### config.mk
export PLATFORM = sky130hd
export DESIGN_NAME = temporizador_nivel2
export DESIGN_NICKNAME = d
export VERILOG_FILES = /design/src/rtl/temporizador_nivel2.sv
export SDC_FILE = /design/constraint.sdc
export NUM_CORES = 1
export LEC_CHECK = 0
export CAP_MARGIN = 0
export CORE_ASPECT_RATIO = 0.9
export CORE_MARGIN = 4
export CORE_UTILIZATION = 30
export CTS_CLUSTER_DIAMETER = 120
export DETAILED_ROUTE_END_ITERATION = 7
export GPL_ROUTABILITY_DRIVEN = 0
export PLACE_DENSITY_LB_ADDON = 0.25
export SETUP_SLACK_MARGIN = 0.02
export SLEW_MARGIN = 20
export SYNTH_ARGS = -nofsm -noshare
export SYNTH_HDL_FRONTEND = slang
export SYNTH_SLANG_ARGS = --single-unit
### constraint.sdc
create_clock -name clk -period 2.6 [get_ports clk]
set_input_delay 0.26 -clock clk [delete_from_list [all_inputs] [get_ports clk]]
set_output_delay 0.26 -clock clk [all_outputs]
set_load 0.1 [all_outputs]
### src/rtl/temporizador_nivel2.sv
// rtl/temporizador_nivel2.sv - MM:SS preset entry and countdown timer with synchronized key strobe and 1 Hz tick
module temporizador_nivel2 #(
    parameter int SYNC_STAGES = 2
) (
    input  logic       clk,
    input  logic       reset,
    input  logic       clear,
    input  logic       enablen,
    input  logic [3:0] D,
    input  logic       loadn,
    input  logic       pgt_1Hz,
    output logic [3:0] sec_ones,
    output logic [3:0] sec_tens,
    output logic [3:0] min_ones,
    output logic [3:0] min_tens,
    output logic       zero,
    output logic       done
);

    typedef enum logic [1:0] {
        ST_LOAD,
        ST_COUNT,
        ST_DONE
    } state_t;

    state_t state;

    logic [SYNC_STAGES-1:0] loadn_sync;
    logic [SYNC_STAGES-1:0] pgt_sync;
    logic                   loadn_prev;
    logic                   pgt_prev;
    logic                   key_evt;
    logic                   tick;

    // Synchronizers reset to the idle levels so no spurious edge follows reset
    always_ff @(posedge clk or posedge reset) begin
        if (reset) begin
            loadn_sync <= '1;
            pgt_sync   <= '0;
            loadn_prev <= 1'b1;
            pgt_prev   <= 1'b0;
        end else begin
            loadn_sync <= {loadn_sync[SYNC_STAGES-2:0], loadn};
            pgt_sync   <= {pgt_sync[SYNC_STAGES-2:0], pgt_1Hz};
            loadn_prev <= loadn_sync[SYNC_STAGES-1];
            pgt_prev   <= pgt_sync[SYNC_STAGES-1];
        end
    end

    assign key_evt = loadn_prev & ~loadn_sync[SYNC_STAGES-1];
    assign tick    = ~pgt_prev & pgt_sync[SYNC_STAGES-1];

    assign zero = (sec_ones == 4'd0) && (sec_tens == 4'd0) &&
                  (min_ones == 4'd0) && (min_tens == 4'd0);

    logic [3:0] dec_sec_ones;
    logic [3:0] dec_sec_tens;
    logic [3:0] dec_min_ones;
    logic [3:0] dec_min_tens;
    logic       last_second;

    always_comb begin
        dec_sec_ones = sec_ones;
        dec_sec_tens = sec_tens;
        dec_min_ones = min_ones;
        dec_min_tens = min_tens;
        if (sec_ones != 4'd0) begin
            dec_sec_ones = sec_ones - 4'd1;
        end else begin
            dec_sec_ones = 4'd9;
            if (sec_tens != 4'd0) begin
                dec_sec_tens = sec_tens - 4'd1;
            end else begin
                dec_sec_tens = 4'd5;
                if (min_ones != 4'd0) begin
                    dec_min_ones = min_ones - 4'd1;
                end else begin
                    dec_min_ones = 4'd9;
                    dec_min_tens = min_tens - 4'd1;
                end
            end
        end
    end

    assign last_second = (sec_ones == 4'd1) && (sec_tens == 4'd0) &&
                         (min_ones == 4'd0) && (min_tens == 4'd0);

    always_ff @(posedge clk or posedge reset) begin
        if (reset) begin
            state    <= ST_LOAD;
            sec_ones <= 4'd0;
            sec_tens <= 4'd0;
            min_ones <= 4'd0;
            min_tens <= 4'd0;
            done     <= 1'b0;
        end else begin
            done <= 1'b0;
            case (state)
                ST_LOAD: begin
                    if (clear) begin
                        sec_ones <= 4'd0;
                        sec_tens <= 4'd0;
                        min_ones <= 4'd0;
                        min_tens <= 4'd0;
                    end else if (key_evt && (D <= 4'd9)) begin
                        min_tens <= min_ones;
                        min_ones <= sec_tens;
                        sec_tens <= sec_ones;
                        sec_ones <= D;
                    end
                    if (!enablen && !zero) begin
                        state <= ST_COUNT;
                    end
                end
                ST_COUNT: begin
                    // A tick in the same cycle as a pause still lands before the pause
                    if (tick && !zero) begin
                        sec_ones <= dec_sec_ones;
                        sec_tens <= dec_sec_tens;
                        min_ones <= dec_min_ones;
                        min_tens <= dec_min_tens;
                    end
                    if (tick && last_second) begin
                        state <= ST_DONE;
                        done  <= 1'b1;
                    end else if (enablen) begin
                        state <= ST_LOAD;
                    end
                end
                ST_DONE: begin
                    if (enablen) begin
                        state <= ST_LOAD;
                    end
                end
                default: state <= ST_LOAD;
            endcase
        end
    end

endmodule

==> metrics.md <==
| Metric | Value |
|---|---|
| Worst-path maximum fanout | `5` |
| Final std cells w/o fill | `246` |
| Die X | `81.0 um` |
| Count leader, synth | `dfrtp_1` |
| Critical path cell sequence | `inv_1 -> ha_1 -> nor3b_1 -> nand3_4 -> nor2_4 -> buf_12` |
| Final core occ | `39.3%` |
| # setup viols final | `0` |
| Post-synth EDFFs | `0` |
| Grt total ovfl | `0` |
| Register bit total from synthesis | `25` |
| CP Data Required Time | `2.34 ns` |
| Cells after DPL | `242` |
| Area of the core | `4550 um2` |
| FFs w/ async S/R, synth | `100%` |
| Initial antenna violation count | `0` |
| Final period util | `88.3%` |
| Buffer count from post-CTS setup fixing | `0` |
| Detail Route Antenna Nets | `0` |
| Setup_tns | `0 ns` |
| CP startpoint kind | `flop` |
| Share of layout cells above drive strength 1 | `21.2%` |
| Unrepaired setup endpoints after global routing | `false` |
| Min Tclk post-route | `2.30 ns` |
| Post-Syn Area per Cell | `9.11 um2` |
| Slew HR | `51.1%` |
| CTS Buffer Depth | `2` |
| Synth Instances | `158` |
| Worst-path clk slew | `0.09 ns` |
| Status | `complete, no violations` |
| CTS Hold Bufs | `0` |
| Synth unique cells | `47` |
| Number of placement rows | `23` |
| Die ar. | `5970 um2` |
| Iteration-0 DRC Markers | `206` |
| CTS sink count | `25` |
| Post-synth top cells | `dfrtp_1 (22), a21oi_1 (16), o21ai_0 (15)` |
| Ant diodes | `0` |
| Syn-to-layout area delta | `24.1%` |
| Worst Skew | `0.00588 ns` |
| Post-Syn Area | `1440 um2` |
| Seq/Total Area, Yosys | `43.7%` |
| YS warnings | `0` |
| H-tree depth | `1` |
| DRC | `0` |
| Die span in y | `73.7 um` |
| Via count of the routed design | `1,385` |
| Initial Util | `31.7%` |
| Final HPWL DP | `2930 um` |
| Number of global-route vias before repair | `1,321` |
| Final-report hold violation count | `0` |
| Max Freq | `0.436 GHz` |
| CTS tree | `built` |
| Largest cells by area after synthesis | `dfrtp_1 (38%), a21oi_1 (5.6%), dfstp_2 (5.5%)` |
| Drt wl/cell | `16.1 um` |
| Mapped Nets | `169` |
| Clk_lat worst skew | `0.28 ns` |
| Nets | `196` |
| Synth area leader | `dfrtp_1` |
| Overall Global Routing Usage | `14.3%` |
| Worst Hold Slack | `0.299 ns` |
| Number of clock buffers inserted by TritonCTS | `3` |
| Maxcap violations | `0` |
| Primary FF master, synth | `dfrtp_1` |
| Pins over their slew limit | `0` |
| Routed vias/inst | `5.63` |
| IO Count | `28` |
| DRT Wirelength | `3950 um` |
| Data arrival, critical path | `2.04 ns` |
| Pre-Repair DR Iteration Count | `4` |
| Largest net degree at the start of global routing | `20` |
| CP Capture Type | `output port` |
| Hold WC Path Type | `input pin to asynchronous set/reset pin` |
| Slowest cell delay on critical path | `0.50 ns` |
| # port buffers | `27` |
| First-pass GRT wire length | `6580 um` |
| CTS resizes | `0` |
| Worst-Margin Slew | `0.734 ns` |
| Area fraction of the dominant cell type after synthesis | `38.2%` |
| Worst Setup Path Type | `flop to output port` |
| Critical path's slowest cell | `nor3b_1` |
| CTS Root Buffer Type | `clkbuf_8` |
==> through the flow <==
step	cell area [um2]	worst slack (ns)
detailed placement	1740	0.436
global placement	1740	0.468
global route	1790	0.217
CTS	1790	0.311
floorplan	1450	0.128
finish	1790	0.305
==> routing by layer <==
layer | vias to the layer above | routed length [um] | global-route usage [%]
li1 | 641 | - | -
met1 | 668 | 1810 | 20.2
met2 | 68 | 1800 | 21.0
met3 | 8 | 260 | 2.70
met4 | 0 | 82 | 6.75
met5 | - | 0 | 0
==> state kept, by name, indices dropped and copies added, names as in the netlist <==
signal,flops
loadn_prev,1
state,2
sec_tens,4
min_tens,4
loadn_sync,2
pgt_prev,1
sec_ones,4
done,1
pgt_sync,2
min_ones,4
==> layout by cell type (no fill, tap or decap), types with 5 or more instances in the layout <==
cell type,synthesis,final
a31oi_1,7,7
nand2_1,11,11
o21ai_0,15,15
clkdlybuf4s50_1,0,9
dfrtp_1,22,22
nor2b_1,5,5
buf_4,1,20
nor3_1,8,8
inv_1,6,6
nor2_1,13,12
a21oi_1,16,16
==> worst max-delay path: cells and delay by family, from the launching register on <==
family | cells | cell delay, ns
adder cells (fa/ha/maj) | 1 | 0.19
buffers and inverters | 2 | 0.28
flip-flops | 1 | 0.42
AND/OR/NAND/NOR | 3 | 0.86
==> final timing paths <==
path | startpoint | endpoint | slack (ns) | cells past startpoint
setup / recovery | min_tens[0]$_DFFE_PP0P_ | zero | 0.30 | 6
hold / removal | reset | min_tens[1]$_DFFE_PP0P_ | 0.30 | 2
setup reg to reg | min_tens[0]$_DFFE_PP0P_ | sec_ones[0]$_DFFE_PP0P_ | 0.39 | 7
hold reg to reg | pgt_sync[0]$_DFF_PP0_ | pgt_sync[1]$_DFF_PP0_ | 0.36 | 0
max in group asynchronous | reset | loadn_prev$_DFF_PP1_ | 1.66 | 3
min in group clk | pgt_sync[0]$_DFF_PP0_ | pgt_sync[1]$_DFF_PP0_ | 0.36 | 0
==> logic make-up (layout without fill, tap and decap cells) <==
group,Yosys count,count (layout),synth area share (%)
flops,25,25,43.7
compound gates,56,56,25.2
fa+ha+maj,1,1,0.869
simple gates,59,59,23.8
mux,2,2,1.56
buf+inv,15,41,4.86
==> cell type report <==
type                            count  area (um2)
Clock buffer                        4        45.0
Fill cell                         490        2760
Inverter                            7        26.3
Multi-Input combinational cell    118         748
Sequential cell                    25         629
Tap cell                           62        77.6
Timing Repair Buffer               30         260
Power is left out: the tool's default activity adds up to more than one toggle a clock period on the data nets, which glitch-free logic cannot reach.
